===== src/rtl/bcd_defs_pkg.sv =====
// rtl/bcd_defs_pkg.sv - shared BCD constants, debounce state encodings and width helper
package bcd_defs;

    localparam logic [3:0] BCD_MAX = 4'd9;

    typedef enum logic [1:0] {
        RELEASED     = 2'd0,
        PRESS_WAIT   = 2'd1,
        PRESSED      = 2'd2,
        RELEASE_WAIT = 2'd3
    } deb_state_t;

    // Bits needed to hold 0..n-1, never fewer than one.
    function automatic int clog2(input int n);
        int w;
        w = 1;
        while ((1 << w) < n) begin
            w = w + 1;
        end
        return w;
    endfunction

endpackage


===== src/rtl/step_debounce.sv =====
// rtl/step_debounce.sv - pushbutton synchroniser and debounce FSM producing one pulse per press
module step_debounce
    import bcd_defs::*;
#(
    parameter int DEBOUNCE_CYCLES = 500_000
) (
    input  logic clk,
    input  logic rst_n,
    input  logic btn_n,
    output logic pulse
);

    localparam int            TW     = clog2(DEBOUNCE_CYCLES);
    localparam logic [TW-1:0] T_LAST = TW'(DEBOUNCE_CYCLES - 1);

    logic          sync_1;
    logic          sync_2;
    deb_state_t    state;
    deb_state_t    state_nxt;
    logic [TW-1:0] timer;
    logic          timer_clr;
    logic          timer_done;

    // Flops idle high so a reset never looks like a press.
    always_ff @(posedge clk or negedge rst_n) begin
        if (!rst_n) begin
            sync_1 <= 1'b1;
            sync_2 <= 1'b1;
        end else begin
            sync_1 <= btn_n;
            sync_2 <= sync_1;
        end
    end

    assign timer_done = (timer == T_LAST);

    always_ff @(posedge clk or negedge rst_n) begin
        if (!rst_n) begin
            state <= RELEASED;
            timer <= '0;
        end else begin
            state <= state_nxt;
            if (timer_clr) begin
                timer <= '0;
            end else if (!timer_done) begin
                timer <= timer + 1'b1;
            end
        end
    end

    always_comb begin
        state_nxt = state;
        timer_clr = 1'b0;
        case (state)
            RELEASED: begin
                if (!sync_2) begin
                    state_nxt = PRESS_WAIT;
                    timer_clr = 1'b1;
                end
            end
            PRESS_WAIT: begin
                if (sync_2) begin
                    state_nxt = RELEASED;
                end else if (timer_done) begin
                    state_nxt = PRESSED;
                end
            end
            PRESSED: begin
                if (sync_2) begin
                    state_nxt = RELEASE_WAIT;
                    timer_clr = 1'b1;
                end
            end
            RELEASE_WAIT: begin
                if (!sync_2) begin
                    state_nxt = PRESSED;
                end else if (timer_done) begin
                    state_nxt = RELEASED;
                end
            end
            default: state_nxt = RELEASED;
        endcase
    end

    // The pulse fires only on the single PRESS_WAIT -> PRESSED transition.
    always_comb begin
        pulse = 1'b0;
        if (state == PRESS_WAIT && !sync_2 && timer_done) begin
            pulse = 1'b1;
        end
    end

endmodule


===== src/rtl/bcd_step_counter.sv =====
// rtl/bcd_step_counter.sv - two-digit BCD up/down counter with timebase, step button, load and wrap flag
module bcd_step_counter
    import bcd_defs::*;
#(
    parameter int CLK_HZ          = 50_000_000,
    parameter int TICK_HZ         = 1,
    parameter int DEBOUNCE_CYCLES = 500_000
) (
    input  logic       CLOCK_50,
    input  logic       RESET_N,
    input  logic       EN,
    input  logic       UP,
    input  logic       STEP_N,
    input  logic       LOAD,
    input  logic [3:0] LOAD_VAL,
    output logic [3:0] BCD_ONES,
    output logic [3:0] BCD_TENS,
    output logic       WRAP
);

    localparam int            DIV    = CLK_HZ / TICK_HZ;
    localparam int            PW     = clog2(DIV);
    localparam logic [PW-1:0] P_LAST = PW'(DIV - 1);

    logic [PW-1:0] presc;
    logic          tick;
    logic          step_pulse;
    logic          advance;
    logic [3:0]    ones_nxt;
    logic [3:0]    tens_nxt;
    logic          wrap_nxt;

    // Free-running timebase; EN only gates whether its tick is used.
    always_ff @(posedge CLOCK_50 or negedge RESET_N) begin
        if (!RESET_N) begin
            presc <= '0;
        end else if (presc == P_LAST) begin
            presc <= '0;
        end else begin
            presc <= presc + 1'b1;
        end
    end

    assign tick = (presc == P_LAST);

    step_debounce #(
        .DEBOUNCE_CYCLES(DEBOUNCE_CYCLES)
    ) u_step_debounce (
        .clk   (CLOCK_50),
        .rst_n (RESET_N),
        .btn_n (STEP_N),
        .pulse (step_pulse)
    );

    // OR rather than sum: a tick and a step in the same cycle count once.
    assign advance = (EN & tick) | step_pulse;

    always_comb begin
        ones_nxt = BCD_ONES;
        tens_nxt = BCD_TENS;
        wrap_nxt = 1'b0;
        if (LOAD) begin
            ones_nxt = (LOAD_VAL > BCD_MAX) ? BCD_MAX : LOAD_VAL;
            tens_nxt = 4'd0;
        end else if (advance) begin
            if (UP) begin
                if (BCD_ONES < BCD_MAX) begin
                    ones_nxt = BCD_ONES + 4'd1;
                end else begin
                    ones_nxt = 4'd0;
                    if (BCD_TENS < BCD_MAX) begin
                        tens_nxt = BCD_TENS + 4'd1;
                    end else begin
                        tens_nxt = 4'd0;
                        wrap_nxt = 1'b1;
                    end
                end
            end else begin
                if (BCD_ONES > 4'd0) begin
                    ones_nxt = BCD_ONES - 4'd1;
                end else begin
                    ones_nxt = BCD_MAX;
                    if (BCD_TENS > 4'd0) begin
                        tens_nxt = BCD_TENS - 4'd1;
                    end else begin
                        tens_nxt = BCD_MAX;
                        wrap_nxt = 1'b1;
                    end
                end
            end
        end
    end

    always_ff @(posedge CLOCK_50 or negedge RESET_N) begin
        if (!RESET_N) begin
            BCD_ONES <= 4'd0;
            BCD_TENS <= 4'd0;
            WRAP     <= 1'b0;
        end else begin
            BCD_ONES <= ones_nxt;
            BCD_TENS <= tens_nxt;
            WRAP     <= wrap_nxt;
        end
    end

endmodule


===== config.mk =====
export PLATFORM = sky130hd
export DESIGN_NAME = bcd_step_counter
export DESIGN_NICKNAME = d
export VERILOG_FILES = /design/src/rtl/bcd_defs_pkg.sv /design/src/rtl/step_debounce.sv /design/src/rtl/bcd_step_counter.sv
export SDC_FILE = /design/constraint.sdc
export NUM_CORES = 1
export LEC_CHECK = 0
export BUFFER_PORTS_ARGS = -buffer_cell sky130_fd_sc_hd__clkbuf_2
export CAP_MARGIN = 40
export CORE_MARGIN = 5
export CORE_UTILIZATION = 25
export CTS_CLUSTER_SIZE = 28
export DETAILED_ROUTE_END_ITERATION = 8
export SLEW_MARGIN = 20
export SYNTH_ARGS = -nofsm -noshare
export SYNTH_HDL_FRONTEND = slang
export SYNTH_HIERARCHICAL = 1
export SYNTH_SLANG_ARGS = --single-unit

===== constraint.sdc =====
create_clock -name CLOCK_50 -period 3.4 [get_ports CLOCK_50]
set_input_delay 0.17 -clock CLOCK_50 [delete_from_list [all_inputs] [get_ports CLOCK_50]]
set_output_delay 0.17 -clock CLOCK_50 [all_outputs]
set_load 0.1 [all_outputs]

Word-level counts from Yosys, hierarchy flattened
Cells that the tools add are included.
{"block": "word_totals", "register_bits": 58, "latch_bits": 0, "ramBits": 0, "mem_bits_ro": 0, "in_bits": 10, "out_inout_bits": 9, "word_cells": 74, "memories": 0}
{"block": "classes", "add_sub_neg": 6, "n_mul": 0, "div_mod_pow": 0, "magnitude_cmp": 5, "n_eq_ne": 12, "n_shift": 0, "mux": 34, "n_bitwise": 2, "n_reduce_logical": 7}
{"op": "2-to-1 mux 4 bit", "n": 13}
{"op": "2-to-1 mux 19 bit", "n": 2}
{"op": "adder 26 x 1 -> 26 bit, second input constant", "n": 1}
{"op": "equality test 26 bit, second input constant", "n": 1}
{"op": "2-to-1 mux 26 bit", "n": 1}
{"op": "adder 19 x 1 -> 19 bit, second input constant", "n": 1}
{"op": "equality test 19 bit, second input constant", "n": 1}
{"op": "2-to-1 mux 2 bit", "n": 6}
{"op": "2-to-1 mux 1 bit", "n": 10}
{"op": "!= test 3 bit, second input constant", "n": 3}
{"op": "adder 4 x 1 -> 4 bit, second input constant", "n": 2}
{"op": "greater-than comparator 4 x 1 -> 1 bit, second input constant", "n": 2}
{"op": "< comparator 4 bit, second input constant", "n": 2}
{"op": "case mux 2 bit (4 select lines)", "n": 1}
{"op": "subtractor 4 x 1 -> 4 bit, second input constant", "n": 2}
{"op": "equality test 2 bit, second input constant", "n": 2}
{"op": "greater-than comparator 4 bit, second input constant", "n": 1}
{"op": "!= test 2 x 1 -> 1 bit, second input constant", "n": 2}
{"op": "AND reduction 4 bit", "n": 1}
{"op": "!= test 3 x 1 -> 1 bit, second input constant", "n": 1}
{"op": "AND reduction 3 bit", "n": 1}
{"op": "equality test 2 x 1 -> 1 bit, second input constant", "n": 1}
{"op": "logical AND 1 bit", "n": 2}
{"op": "zero test 2 bit", "n": 1}
{"op": "other kinds (6)", "n": 6}

Depth between registers and ports, before layout
Gate-level depths: netlist (run 1).
{"block": "depth", "word_depth": 7, "depth_mapped": 9}

Cells and area by module
The synthesis (run 1) kept the hierarchy.
{"mod": "bcd_step_counter", "n_inst": 1, "cells_per_inst": 215, "area_each_um2": 2144.6, "seq_area_each_um2": 875.8}
{"mod": "step_debounce", "n_inst": 1, "cells_per_inst": 120, "area_each_um2": 1151.1, "seq_area_each_um2": 578.1}

Least setup slack after synthesis (run 1)
Ideal clock, no wire load.
{"block": "synth_timing", "path_type": "register to register", "from": "register u_step_debounce.timer[5]", "to": "register BCD_TENS[0]", "setup_time_ps": 131, "arrival_time_ps": 2304, "slack_ps": 965, "path_stages_with_launch": 9, "n_path_buf": 0, "cell_sequence": "dfrtp_1 > or4bb_1 > nor4_2 > nand3_1 > nor3_1 > nor2_1 > o21a_2 > a2111oi_2 > nor3_1"}
{"block": "synth_between", "elab_chain_cells": 6}
{"element": "start: declaration", "line": "step_debounce.sv:20", "rtl": "logic [TW-1:0] timer;"}
{"element": "start signal: assignment", "line": "step_debounce.sv:46", "rtl": "timer <= timer + 1'b1;"}
{"element": "equality test 19 bit", "line": "step_debounce.sv:35", "rtl": "assign timer_done = (timer == T_LAST);"}
{"element": "logical AND 1 bit", "line": "step_debounce.sv:88", "rtl": "if (state == PRESS_WAIT && !sync_2 && timer_done) begin"}
{"element": "2-to-1 mux 1 bit", "line": "step_debounce.sv:88"}
{"element": "named net step_pulse", "line": "bcd_step_counter.sv:27", "rtl": "logic step_pulse;"}
{"element": "bitwise OR 1 bit", "line": "bcd_step_counter.sv:56", "rtl": "assign advance = (EN & tick) | step_pulse;"}
{"element": "nonzero test 2 bit (no source line)"}
{"element": "AND reduction 3 bit (no source line)"}
{"element": "end signal: assignment", "line": "bcd_step_counter.sv:101", "rtl": "BCD_TENS <= tens_nxt;"}
{"element": "end: declaration", "line": "bcd_step_counter.sv:17", "rtl": "output logic [3:0] BCD_TENS,"}
The timed path passes the listed nets, and every way through them passes these cells.
A chain may end at the register's enable or synchronous reset.

Worst setup path in the final report (run 1)
{"block": "layout_timing", "from": "register u_step_debounce.timer[11]", "to": "register BCD_TENS[0]"}
The elaborated chain is that of the path after synthesis.

==> results of run 1 <==
[per-layer routing]
| layer | track usage (%) | wire length [microns] |
|---|---|---|
| met5 | 0 | 0 |
| met4 | 2.61 | 71 |
| met3 | 3.43 | 236 |
| met2 | 15.4 | 3300 |
| met1 | 11.8 | 3320 |
[worst max path at each step]
stage                                           from  slack, ps                       to
2_1_floorplan   u_step_debounce/timer[5]$_DFFE_PN0P_        970  BCD_TENS[0]$_DFFE_PN0P_
3_3_place_gp   u_step_debounce/timer[11]$_DFFE_PN0P_        770  BCD_TENS[0]$_DFFE_PN0P_
3_5_place_dp   u_step_debounce/timer[11]$_DFFE_PN0P_        660  BCD_TENS[0]$_DFFE_PN0P_
4_1_cts        u_step_debounce/timer[11]$_DFFE_PN0P_        650  BCD_TENS[0]$_DFFE_PN0P_
5_1_grt        u_step_debounce/timer[11]$_DFFE_PN0P_        490  BCD_TENS[1]$_DFFE_PN0P_
6_report       u_step_debounce/timer[11]$_DFFE_PN0P_        680  BCD_TENS[0]$_DFFE_PN0P_
[layout by cell type (no fill, tap or decap), drive strengths merged, types with 5 or more instances in the layout]
master,synthesis,layout
a31oi,6,6
o21ai,14,14
and2,6,6
or4,6,6
nand3,19,19
ha,8,8
nand4,16,16
nor3,13,13
nand2,24,24
clkbuf,6,32
a21oi,21,21
inv,8,8
or3,7,7
and3,7,7
nor4,5,5
nor2b,5,5
xor2,16,16
nor2,33,33
dfrtp,56,56
xnor2,14,14
[cells in the mapped netlist, types with 8 or more instances]
library cell   n
o21ai_0       12
inv_1          8
xor2_1        16
nand4_1       16
nand2_1       23
xnor2_1       14
a21oi_1       20
nor3_1         9
dfrtp_1       56
nor2_2        10
nand3_1       18
nor2_1        23
ha_1           8
[cells by family (layout without fill, tap and decap cells)]
family,Yosys count,after routing,share of synthesized area (%)
AOI/OAI and AO/OA,61,61,12.2
xor gates and xnor gates,30,30,7.97
adders and majority gates,8,8,3.04
buffers and inverters,16,48,2.09
DFF,58,58,44.1
muxes,3,3,0.949
and+or+nand+nor,159,159,29.6
[metrics by stage]
step	area [sq um]	setup slack, ps	hold slack, ps
floorplan	3300	965	-126
global placement	3580	765	284
detailed placement	3610	663	90.3
CTS	3920	645	145
global route	3920	490	177
finish	3920	676	145
[registers in the layout, indices dropped and copies added, names as in the netlist, named ones only]
name and flops:
presc 26, u_step_debounce/timer 19, BCD_ONES 4, BCD_TENS 4, WRAP 1, u_step_debounce/state 1, u_step_debounce/sync_1 1, u_step_debounce/sync_2 1
[worst max-delay path, delay by kind of cell, from the launching register on]
kind / cells / cell delay, ps
AO/OA/AOI/OAI: 2 / 500
flip-flops: 1 / 420
AND/OR/NAND/NOR: 6 / 1680
[report_power, final]
part | switching, W | internal, W
Clock | 0.000290 | 0.000569
Sequential | 0.0000898 | 0.000742
Combinational | 0.000409 | 0.000154
Total | 0.000788 | 0.00147
[cell type report]
class | count | share of cell area [%]
Multi-Input combinational cell | 261 | 45.2
Sequential cell | 58 | 37.1
Clock buffer | 14 | 7.24
Tap cell | 176 | 5.61
Timing Repair Buffer | 24 | 3.89
Inverter | 8 | 0.765
Clock inverter | 2 | 0.255
==> impl_metrics.ini, run 1 <==
[outcome]
status = complete, no violations

[clock_tree]
cts_buffers = 9
root_buffer = clkbuf_16
postCtsSetupBuffers = 0
h-tree-depth = 3
cts.repair.resized = 0
clk_pin_slew_ps = 50
cts_tree = yes
cts_sinks = 58
worstSkewPairLatency_ps = 320
clockBufferDepth = 2
cts_hold_buffers = 2

[critical_path]
crit_type = reg -> reg
crit_fanout = 6
cp-start-kind = register
crit_path_max_incr_delay_ps = 620
required_ps = 3600
reg2reg_depth = 8
r2r_end = BCD_TENS[0]$_DFFE_PN0P_
crit_path_end_kind = register
r2r_start = u_step_debounce/timer[11]$_DFFE_PN0P_
critPathMostFrequentCell = nor3_1
r2r_setup_slack_ps = 680
slowest_stage = or4_1
crit_arrival_ps = 2920
crit_chain = or4_1 -> nor4_2 -> nand3_1 -> nor3_1 -> nor2_1 -> o21a_2 -> a2111oi_2 -> nor3_1

[floorplanning]
die_h_microns = 125
num_rows = 42
initial_core_util_pct = 25.2
dieArea_sq_um = 15600
ios = 19
core_area_sq_um = 13100
die_w_microns = 125

[placement]
dpl.cell_count = 525
port_buffers = 18
place_hpwl_microns = 5020
place_congestion = 0.852

[drt]
drtIter0Drc = 243
firstDrtPassIters = 4
num_vias = 2630
wirelength_microns = 6920
wire_per_inst_microns = 12.7
post_drt_via_cell_ratio = 4.84
final_antenna_net_count = 0
drc = 0

[yosys]
syn_avg_cell_area_sq_um = 9.84
synth-seq-cells = 58
yosys.area.top_type = dfrtp_1
synth_fp_nets = 353
syn_inst = 335
ys_warn_count = 6
synthTopCellsByArea = dfrtp_1 43%, xor2_1 4.3%, xnor2_1 3.7%, a21oi_1 3.0%, ha_1 3.0%
netlist_area_sq_um = 3300
ys_seq_area_share_pct = 44.1
synth_edf_count = 0
synth_top_area_share_pct = 42.5
yosys_most_used_dff = dfrtp_1
synthDistinctLibCells = 60
async_flop_share_pct = 100

[power_and_ir_drop]
power_density_nw_per_um2 = 574
power.total_w = 0.00225
ir_drop_uv = 219
leakagePower_nw = 1.63

[timing]
fin_setup_tns_ps = 0
skew_ps = 6.23
max_freq_ghz = 0.367
final_max_slew_viol_count = 0
fin_crit_sh_pct = 80.1
grt_setup_unrepaired = false
finalSetupViolCount = 0
hold_viol_final = 0
tightest_slew_ps = 622
relSlewSlack_pct = 58.2
timing.final.crit_period_ps = 2720

[finish]
multi_input_comb_area_sq_um = 1770
drive_gt1_share_pct = 18.0
final_core_util_pct = 30.0
n_fill_cell = 1330
syn_to_final_growth_pct = 19.1
layout.nets = 380
seqCellArea_sq_um = 1450
antenna_cells = 0
finalNonFillerCells = 543

[global_route]
grt_first_pass_wirelength_microns = 12500
grt.total_usage_pct = 9.42
grt_overflow = 0
grt_start_max_net_pins = 30
antenna_found_initial = 0
grt_pass1_vias = 2676

[run]
maxCapViolCount = 0

[hold_path]
hold_end = BCD_ONES[1]$_DFFE_PN0P_
hold_depth = 3
hp-start = LOAD_VAL[1]
min_path_type = in -> reg
No activity file was read; power rests on OpenSTA's default activity.
==> run 2: changes to the inputs <==
==> constraint.sdc (replaced) <==
create_clock -name CLOCK_50 -period 2.6 [get_ports CLOCK_50]
set_input_delay 0.13 -clock CLOCK_50 [delete_from_list [all_inputs] [get_ports CLOCK_50]]
set_output_delay 0.13 -clock CLOCK_50 [all_outputs]
set_load 0.1 [all_outputs]
==> run 2 against run 1 <==
  * Global-route usage grew 0.29 points
  * First-iteration DRC count grew 22%
  * Highest routed layer unchanged
  * Setup slack lost 550 ps
  * Largest cell class unchanged
  * Die area is the same
==> impl_metrics.ini, run 2 (synthesis gave the netlist of run 1 again) <==
[outcome]
status = complete, no violations

[floorplanning]
die_h_microns = 125
ios = 19
die_w_microns = 125
initial_core_util_pct = 25.2
core_area_sq_um = 13100
num_rows = 42
dieArea_sq_um = 15600

[critical_path]
crit_chain = or4bb_4 -> nor4_4 -> nand3_2 -> nor3_2 -> nor2_1 -> o21a_2 -> a2111oi_2 -> nor3_1
crit_path_max_incr_delay_ps = 580
crit_type = reg -> reg
cpLargestDelayFamily = simple AND/OR/NAND/NOR gates
crit_arrival_ps = 2660
r2r_setup_slack_ps = 130
cp-start-kind = register
crit_path_end_kind = register
slowest_stage = or4bb_4
required_ps = 2790
cp_num_buf_inv = 0
crit_fanout = 4

[clock_tree]
cts_tree = yes
cts_buffers = 9
worstSkewPairLatency_ps = 320
cts_sinks = 58
root_buffer = clkbuf_16
clk_pin_slew_ps = 50
clockBufferDepth = 2
h-tree-depth = 3

[finish]
final_core_util_pct = 30.7
top_regs = presc x26, u_step_debounce/timer x19
layout.nets = 392
n_fill_cell = 1327
layout_commonest_cell = dfrtp_1
top_register = presc
largest_reg_flops = 26
finalNonFillerCells = 555
multi_input_comb_area_sq_um = 1800
syn_to_final_growth_pct = 22.1
drive_gt1_share_pct = 21.4
seqCellArea_sq_um = 1450
antenna_cells = 0
most-common-layout-cells = 56 x dfrtp_1, 23 x nand2_1, 23 x nor2_1, 20 x a21oi_1, 18 x clkbuf_2

[drt]
final_antenna_net_count = 0
post_drt_via_cell_ratio = 4.93
wire_per_inst_microns = 13.3
drtIter0Drc = 297
num_vias = 2735
wirelength_microns = 7380
firstDrtPassIters = 5
drc = 0

[placement]
place_hpwl_microns = 5370
place_congestion = 0.808
dpl.cell_count = 537
port_buffers = 18

[timing]
relSlewSlack_pct = 63.3
final_max_slew_viol_count = 0
hold_ws_ps = 109
timing.final.crit_period_ps = 2470
finalSetupViolCount = 0
tightest_slew_ps = 553
skew_ps = 4.26
fin_crit_sh_pct = 95.0
hold_viol_final = 0
max_freq_ghz = 0.405

[power_and_ir_drop]
leakagePower_nw = 1.68
ir_drop_uv = 340
power_density_nw_per_um2 = 715

[global_route]
grt_overflow = 0
busiest_layer = met2
antenna_found_initial = 0
grt_first_pass_wirelength_microns = 12800
met2_usage_pct = 15.6
grt.total_usage_pct = 9.71
grt_start_max_net_pins = 23
grt_pass1_vias = 2623
use_met1_pct = 12.8
met3_usage_pct = 2.96

[hold_path]
min_path_type = in -> reg

[run]
maxCapViolCount = 0
==> run 2: cell types whose count changed in the layout (fill, tap and decap cells not counted), sizes merged <==
cell / delta
buf: +12
clkbuf: -3
clkinvlp: +2
clkinv: +1
==> run 2: worst register-to-register path: cells and delay by family, from the launching register on <==
family | cells | cell delay (ps)
AND/OR/NAND/NOR | 6 | 1450
flip-flops | 1 | 380
AO/OA/AOI/OAI | 2 | 510
==> run 2: area by class of cell <==
class,count,share of cell area [%]
timing repair buffer,36,6.22
inverter,8,0.747
sequential,58,36.1
tap,176,5.47
clock inverter,5,0.747
multi-input combinational,261,44.6
clock buffer,11,6.03
==> run 2: path summary, 6_finish.rpt <==
| kind | start | endpoint | cells after the start |
|---|---|---|---|
| max | u_step_debounce/timer[17]$_DFFE_PN0P_ | BCD_TENS[0]$_DFFE_PN0P_ | 8 |
| max in group asynchronous | RESET_N | presc[15]$_DFF_PN0_ | 4 |
| min reg2reg | u_step_debounce/sync_1$_DFF_PN1_ | u_step_debounce/sync_2$_DFF_PN1_ | 0 |
| min in group asynchronous | RESET_N | u_step_debounce/timer[0]$_DFFE_PN0P_ | 2 |
| min | LOAD_VAL[1] | BCD_ONES[1]$_DFFE_PN0P_ | 3 |
| max reg2reg | u_step_debounce/timer[17]$_DFFE_PN0P_ | BCD_TENS[0]$_DFFE_PN0P_ | 8 |
==> run 2: per-layer routing <==
metal | routed length [microns] | share of wire (%)
met5 | 0 | 0
met4 | 76 | 1.0
met3 | 279 | 3.8
met2 | 3570 | 48
met1 | 3450 | 47
==> run 2: report_power, final <==
part	internal (W)	leakage (nW)	switching, W
Sequential	0.000970	0.768	0.000114
Combinational	0.000203	0.783	0.000533
Clock	0.000664	0.131	0.000391
==> run 2: repair_timing <==
action	CTS	global route
hold endpoints to repair	13	0
endpoints found under the setup margin	0	5
hold buffers	2	0
setup buffers	0	0
resized for setup	0	4
==> run 2: metrics by stage <==
step                      instance area (sq um)  TNS (ps)  power (W)  setup slack [ps]
after floorplan                            3300         0    0.00166               165
after global placement                     3680         0    0.00182               110
after detailed placement                   3710         0    0.00183              71.5
after CTS                                  4000         0    0.00291              55.4
after global routing                       4020     -35.9    0.00303             -35.9
final                                      4020         0    0.00287               131
